===== src/rtl/fetch_stage.sv =====
// Instruction-fetch stage with IF/ID pipeline register.
// One outstanding imem request at a time; a stalled response is parked in a one-word buffer.
module fetch_stage #(
   parameter int              ADDR_W   = 32,
   parameter int              INSTR_W  = 32,
   parameter logic [ADDR_W-1:0] RESET_PC = '0,
   parameter logic [3:0]      NOP_OP   = 4'b1111
) (
   input  logic               clk,
   input  logic               rst,
   input  logic               stall,
   input  logic               redirect,
   input  logic [ADDR_W-1:0]  redirect_pc,
   output logic               imem_req,
   output logic [ADDR_W-1:0]  imem_addr,
   input  logic               imem_valid,
   input  logic [INSTR_W-1:0] imem_rdata,
   output logic               if_id_valid,
   output logic [INSTR_W-1:0] if_id_instr,
   output logic [ADDR_W-1:0]  if_id_pc,
   output logic [ADDR_W-1:0]  if_id_pc_next,
   output logic [3:0]         opCode
);

   typedef enum logic [1:0] {S_FETCH, S_WAIT, S_HOLD} state_t;

   state_t               state_q, state_d;
   logic [ADDR_W-1:0]    pc_q, pc_d;
   logic [ADDR_W-1:0]    addr_q, addr_d;
   logic                 kill_q, kill_d;
   logic [INSTR_W-1:0]   buf_instr_q, buf_instr_d;
   logic [ADDR_W-1:0]    buf_pc_q, buf_pc_d;
   logic                 v_q, v_d;
   logic [INSTR_W-1:0]   instr_q, instr_d;
   logic [ADDR_W-1:0]    ipc_q, ipc_d;
   logic [ADDR_W-1:0]    ipcn_q, ipcn_d;
   logic                 req;
   logic                 load;
   logic [INSTR_W-1:0]   ld_instr;
   logic [ADDR_W-1:0]    ld_pc;

   always_ff @(posedge clk or posedge rst) begin
      if (rst) begin
         state_q     <= S_FETCH;
         pc_q        <= RESET_PC;
         addr_q      <= RESET_PC;
         kill_q      <= 1'b0;
         buf_instr_q <= '0;
         buf_pc_q    <= '0;
         v_q         <= 1'b0;
         instr_q     <= '0;
         ipc_q       <= '0;
         ipcn_q      <= '0;
      end else begin
         state_q     <= state_d;
         pc_q        <= pc_d;
         addr_q      <= addr_d;
         kill_q      <= kill_d;
         buf_instr_q <= buf_instr_d;
         buf_pc_q    <= buf_pc_d;
         v_q         <= v_d;
         instr_q     <= instr_d;
         ipc_q       <= ipc_d;
         ipcn_q      <= ipcn_d;
      end
   end

   always_comb begin
      state_d     = state_q;
      pc_d        = pc_q;
      addr_d      = addr_q;
      kill_d      = kill_q;
      buf_instr_d = buf_instr_q;
      buf_pc_d    = buf_pc_q;
      req         = 1'b0;
      load        = 1'b0;
      ld_instr    = imem_rdata;
      ld_pc       = pc_q;

      case (state_q)
         S_FETCH: begin
            if (redirect) begin
               pc_d = redirect_pc;
            end else begin
               req     = 1'b1;
               addr_d  = pc_q;
               state_d = S_WAIT;
            end
         end
         S_WAIT: begin
            if (imem_valid) begin
               // A redirect seen earlier (kill) or now makes this word stale.
               if (kill_q || redirect) begin
                  kill_d  = 1'b0;
                  state_d = S_FETCH;
                  if (redirect) pc_d = redirect_pc;
               end else if (!stall) begin
                  load    = 1'b1;
                  pc_d    = pc_q + ADDR_W'(4);
                  state_d = S_FETCH;
               end else begin
                  buf_instr_d = imem_rdata;
                  buf_pc_d    = pc_q;
                  pc_d        = pc_q + ADDR_W'(4);
                  state_d     = S_HOLD;
               end
            end else if (redirect) begin
               kill_d = 1'b1;
               pc_d   = redirect_pc;
            end
         end
         S_HOLD: begin
            if (redirect) begin
               pc_d    = redirect_pc;
               state_d = S_FETCH;
            end else if (!stall) begin
               load     = 1'b1;
               ld_instr = buf_instr_q;
               ld_pc    = buf_pc_q;
               state_d  = S_FETCH;
            end
         end
         default: state_d = S_FETCH;
      endcase

      v_d     = v_q;
      instr_d = instr_q;
      ipc_d   = ipc_q;
      ipcn_d  = ipcn_q;
      // Redirect flushes even under stall; an unstalled cycle without a word inserts a bubble.
      if (redirect) begin
         v_d = 1'b0;
      end else if (!stall) begin
         v_d = load;
         if (load) begin
            instr_d = ld_instr;
            ipc_d   = ld_pc;
            ipcn_d  = ld_pc + ADDR_W'(4);
         end
      end
   end

   assign imem_req      = req && !rst;
   assign imem_addr     = (state_q == S_FETCH) ? pc_q : addr_q;
   assign if_id_valid   = v_q;
   assign if_id_instr   = instr_q;
   assign if_id_pc      = ipc_q;
   assign if_id_pc_next = ipcn_q;
   assign opCode        = v_q ? instr_q[INSTR_W-1 -: 4] : NOP_OP;

endmodule

===== config.mk =====
export PLATFORM = sky130hd
export DESIGN_NAME = fetch_stage
export DESIGN_NICKNAME = d
export VERILOG_FILES = /design/src/rtl/fetch_stage.sv
export SDC_FILE = /design/constraint.sdc
export NUM_CORES = 1
export LEC_CHECK = 0
export ABC_AREA = 1
export BUFFER_PORTS_ARGS = -buffer_cell sky130_fd_sc_hd__buf_2
export CAP_MARGIN = 20
export CELL_PAD_IN_SITES_DETAIL_PLACEMENT = 0
export CELL_PAD_IN_SITES_GLOBAL_PLACEMENT = 1
export CORE_MARGIN = 5
export CORE_UTILIZATION = 43
export CTS_BUF_LIST = sky130_fd_sc_hd__clkbuf_4 sky130_fd_sc_hd__clkbuf_8
export DETAILED_ROUTE_END_ITERATION = 10
export PLACE_DENSITY_LB_ADDON = 0.1
export SLEW_MARGIN = 0
export SYNTH_ARGS = -nofsm -noshare
export SYNTH_HDL_FRONTEND = slang
export SYNTH_SLANG_ARGS = --single-unit

===== constraint.sdc =====
create_clock -name clk -period 9.6 [get_ports clk]
set_input_delay 0.96 -clock clk [delete_from_list [all_inputs] [get_ports clk]]
set_output_delay 0.96 -clock clk [all_outputs]
set_load 0.02 [all_outputs]

* Word-level counts from Yosys, hierarchy flattened
Cells that the tools add are included.
** Storage, ports and cells
- Register bits :: 228
- Output and inout bits :: 134
- Word-level logic and storage cells :: 64
** Cells by class
- Add/subtract/negate cells :: 2
- Equality and inequality tests :: 7
- Mux-type cells :: 29
- Bitwise operators :: 3
- Reductions and logical operators :: 13
** Operators by type and width (number)
- 32-bit two-way mux :: 8
- 32-bit by 3-bit adder with 32-bit output (second input constant) :: 2
- 32-bit case mux with 2 select lines :: 1
- 2-bit two-way mux :: 6
- 3-bit AND reduction :: 4
- 1-bit two-way mux :: 11
- 2-bit case mux with 3 select lines :: 1
- 4-bit two-way mux :: 1
- 2-bit by 1-bit != test with 1-bit output (second input constant) :: 2
- 2-bit != test (second input constant) :: 2
- 4-bit AND reduction :: 1
- 2-bit nonzero test :: 2
- 3-bit != test (second input constant) :: 1
- 1-bit NOT :: 3
- 2-bit by 1-bit == test with 1-bit output (second input constant) :: 1
- 2-bit == test (second input constant) :: 1
- 2-bit logical NOT :: 1
- 1-bit case mux with 2 select lines :: 1
- 2-bit AND reduction :: 1
- 2-bit OR reduction :: 1
- 1-bit logical AND :: 1
- 1-bit logical NOT :: 1
- 1-bit logical OR :: 1

* Depth between registers and ports, before layout
- Depth in word-level cells :: 6
- Gate-level depth with buffers :: 16

* Worst setup path after synthesis
OpenSTA, ideal clock, no wires.
- Kind :: input-to-output
- Start point :: in redirect
- End point :: out imem_req
- Data arrival time :: 2055 ps
- Required time :: 8640 ps
- Slack :: 6585 ps
- Cell stages on the path :: 5
- Cell sequence :: buf_4 -> nor2_1 -> inv_1 -> clkbuf_1 -> nor2_1
** On the way
- Word-level cells in the longest chain between the ends :: 3
** RTL lines
- from (decl) :: RTL line 12 : input logic redirect,
- 1-bit two-way mux :: RTL line 82 : if (redirect) begin
- 1-bit two-way mux :: RTL line 80 : case (state_q)
- 1-bit logical AND :: RTL line 143 : assign imem_req = req && !rst;
- to (decl) :: RTL line 14 : output logic imem_req,
Every way passes these cells.

* Final worst setup path
- Start point :: in redirect
- End point :: reg instr_q[29], in the netlist if_id_instr[29]
** On the way
- Word-level cells in the longest chain between the ends :: 5
** RTL lines
- 1-bit logical OR :: RTL line 93 : if (kill_q || redirect) begin
- 1-bit two-way mux :: RTL line 93
- 1-bit two-way mux :: RTL line 91 : if (imem_valid) begin
- 1-bit case mux with 2 select lines :: RTL line 80
- 3-bit AND reduction (no line) *
- to (signal assigned) :: RTL line 62 : instr_q <= instr_d;
- to (decl) :: RTL line 34 : logic [INSTR_W-1:0] instr_q, instr_d;
Every way passes the cells marked *; elsewhere a longest branch is shown, timed or not.
A chain may end at the register's enable or synchronous reset.

==> results.py <==
metrics = {
    "drt": {
        "met2_wirelength_mm": 16.9,
        "dr_total_vias": 11100,
        "first_pass_iters": 5,
        "detail-route-antenna-nets": 0,
        "viasPerCell": 5.12,
        "first_iter_violations": 755,
        "wl_per_cell_um": 16.7,
        "drc": 0,
        "finalWirelength_mm": 36.2,
        "wl_met3_mm": 2.11,
        "highest-signal-layer": "met5",
        "wl_met1_mm": 16.3,
    },
    "clocking": {
        "cts_setup_buffers": 0,
        "cts_resized": 0,
        "cts_made_buffers": 41,
        "clk_latency_ps": 550,
        "cts-root-buf": "clkbuf_8",
        "cts_tree": "yes",
        "clk_pin_slew_ps": 60,
        "clock_sinks": 226,
        "cts_buffer_depth": 3,
        "ctsHoldBuffers": 0,
        "cts_max_level": 2,
    },
    "timing": {
        "fmax_ghz": 0.246,
        "tns_ps": 0,
        "fin_worst_skew_ps": 19.6,
        "fin_crit_ps": 4060,
        "final.setup.worst_slack_ps": 5540,
        "rsz0062_at_grt": "false",
        "setup_viol": 0,
        "tightest_slew_ps": 915,
        "hold_ws_ps": 474,
        "slew_headroom_pct": 39.0,
        "final_max_slew_viol_count": 0,
        "finalCritPeriodShare_pct": 42.3,
        "final-hold-violation-count": 0,
    },
    "layout": {
        "final_common_cell": "nand2_1",
        "nets": 1828,
        "final_cell_mix": "468 x nand2_1, 226 x dfrtp_1, 202 x buf_2",
        "postLayoutCoreUtil_pct": 51.0,
        "drive_gt1_share_pct": 20.4,
        "area_delta_synth_final_pct": 17.4,
    },
    "worst_setup_path": {
        "crit_path_start_kind": "input pin",
        "cp-end-kind": "register",
        "cp_common_cell": "buf_4",
        "critPathKind": "input pin to register",
        "max_stage_delay_ps": 670,
        "required_ps": 10050,
        "critPathMaxFanout": 76,
        "arrival_ps": 4520,
        "cp.buffers_inverters": 8,
        "critical-path-top-delay-family": "buffers and inverters",
        "path_cells": "buf_2, buf_4, nor2_1, inv_1, nor2_4, buf_4, o21ai_4, buf_4, clkinv_2, buf_4, buf_16, o211ai_1, o21ai_1",
        "cp_slowest_cell": "nor2_1",
    },
    "synthesis": {
        "ys_seq_area_share_pct": 46.9,
        "ys_ff_latch": 226,
        "synth_edf_count": 0,
        "yosys.area.top_type": "dfrtp_1",
        "netlist_instances": 1588,
        "synthFlopType": "dfrtp_1",
        "postSynthAreaPerCell_um2": 7.60,
        "async_flop_share_pct": 100,
        "ys_top_cells_by_area": "dfrtp_1 47%, nand2_1 15%, nor2_1 5.9%",
        "syn_nets": 1663,
        "synth_cell_types": 42,
        "synth_top_area_share_pct": 46.9,
        "ys_warn_count": 0,
        "syn_area_um2": 12100,
    },
    "floorplanning": {
        "io_pins": 203,
        "coreArea_um2": 27800,
        "start_util_pct": 43.4,
        "die_h_um": 178,
        "die_area_um2": 31500,
        "die_w_um": 178,
        "row_count": 61,
    },
    "place": {
        "portBuffers": 202,
        "pre_cts_ws_ps": 4740,
        "gp_congestion": 0.895,
        "hpwlAfterDp_mm": 25.2,
    },
    "grt": {
        "antenna_found_initial": 1,
        "grt_max_degree": 116,
        "grt_usage_pct": 22.8,
        "grt_pass1_wl_mm": 58.1,
        "grt_overflow": 0,
        "grt_pass1_vias": 10900,
    },
    "power_and_ir_drop": {
        "power.density_nw_per_um2": 354,
        "p_leak_nw": 7.01,
        "peakVddDrop_uv": 194,
    },
    "worst_hold_path": {
        "hold_class": "register to register",
    },
    "outcome": {
        "status": "finished clean",
    },
    "job": {
        "max_cap_viol_count": 0,
    },
}
==> sequential cells by signal, summed over array words and instances, names as in the netlist <==
| signal | count |
|---|---|
| kill_q | 1 |
| addr_q | 32 |
| state_q | 2 |
| if_id_instr | 32 |
| pc_q | 32 |
| buf_pc_q | 32 |
| if_id_pc_next | 30 |
| buf_instr_q | 32 |
| if_id_valid | 1 |
| if_id_pc | 32 |
==> kinds of logic after synthesis <==
kind of cell               count (synthesis)  share of synthesized area [%]
adders and majority gates                  6                          0.622
buffers and inverters                    220                           7.68
AOI/OAI and AO/OA                        285                           13.4
DFF                                      226                           46.9
xor gates and xnor gates                  12                          0.871
muxes                                     28                           2.61
and+or+nand+nor                          811                           27.9
==> power breakdown <==
part | leakage [nW] | switching [mW] | total, mW | internal [mW]
clock network | 0.496 | 0.422 | 0.996 | 0.575
logic | 3.79 | 1.52 | 2.25 | 0.730
registers | 2.73 | 0.364 | 1.78 | 1.41
total | 7.01 | 2.30 | 5.02 | 2.72
==> synthesized netlist by cell type (2+ instances only) <==
cell	n
nor2_2	8
buf_1	6
o211ai_1	13
nor2_4	4
a31oi_1	59
buf_6	5
a21oi_1	32
o221ai_1	3
o21ai_0	123
nand3_2	2
xor2_1	11
o21bai_1	3
inv_1	121
dfrtp_1	226
buf_4	9
nand2_2	12
nor3_1	9
nor2_1	189
nand3_1	91
buf_2	21
nor2_8	2
clkbuf_1	50
or2_2	9
inv_2	5
o21ai_1	12
nand2_1	468
mux2_2	28
nand4_1	14
ha_1	6
o22ai_1	26
o21a_1	5
a22oi_1	6
==> metal layers <==
metal / track usage [%] / vias to the layer above
met5: 0 / -
met4: 6.35 / 2
met3: 4.52 / 63
met2: 37.1 / 295
met1: 31.3 / 5198
li1: - / 5526
==> path summary, 6_finish.rpt <==
path                                              startpoint                           end  slack, ps  cells past startpoint
worst min register to register  if_id_pc_next[5]$_DFFE_PP0P_  if_id_pc_next[5]$_DFFE_PP0P_        470                      2
worst max-delay path                                redirect   if_id_instr[29]$_DFFE_PP0P_       5540                     13
max in group asynchronous                                rst       if_id_pc[9]$_DFFE_PP0P_       6900                      4
worst max register to register        state_q[0]$_DFFE_PP0P_          pc_q[10]$_DFFE_PP0P_       6070                      9
min in group asynchronous                                rst        addr_q[30]$_DFFE_PP0P_        520                      2
worst min-delay path            if_id_pc_next[5]$_DFFE_PP0P_  if_id_pc_next[5]$_DFFE_PP0P_        470                      2
==> tightest hold or removal path: cells and delay by family (launching register included) <==
kind,cells,cell delay [ps]
and+or+nand+nor,2,110
DFF,1,330
==> layout make-up <==
type / instances / area, µm²
fill: 2802 / 13600
sequential: 226 / 5660
multi-input combinational: 1142 / 5500
timing repair buffer: 214 / 1120
clock buffer: 67 / 866
inverter: 128 / 492
tap: 378 / 473
clock inverter: 9 / 55.1
antenna: 1 / 2.50
==> through the flow <==
stage / power, mW / instance area (µm²) / cells
finish: 5.02 / 14200 / 2165
global route: 5.43 / 14200 / 2164
CTS: 5.08 / 14100 / 2163
detailed placement: 4.05 / 13200 / 2087
global placement: 4.01 / 13200 / 2087
floorplan: 3.28 / 12100 / 1588
No activity file was read; power rests on OpenSTA's default activity.
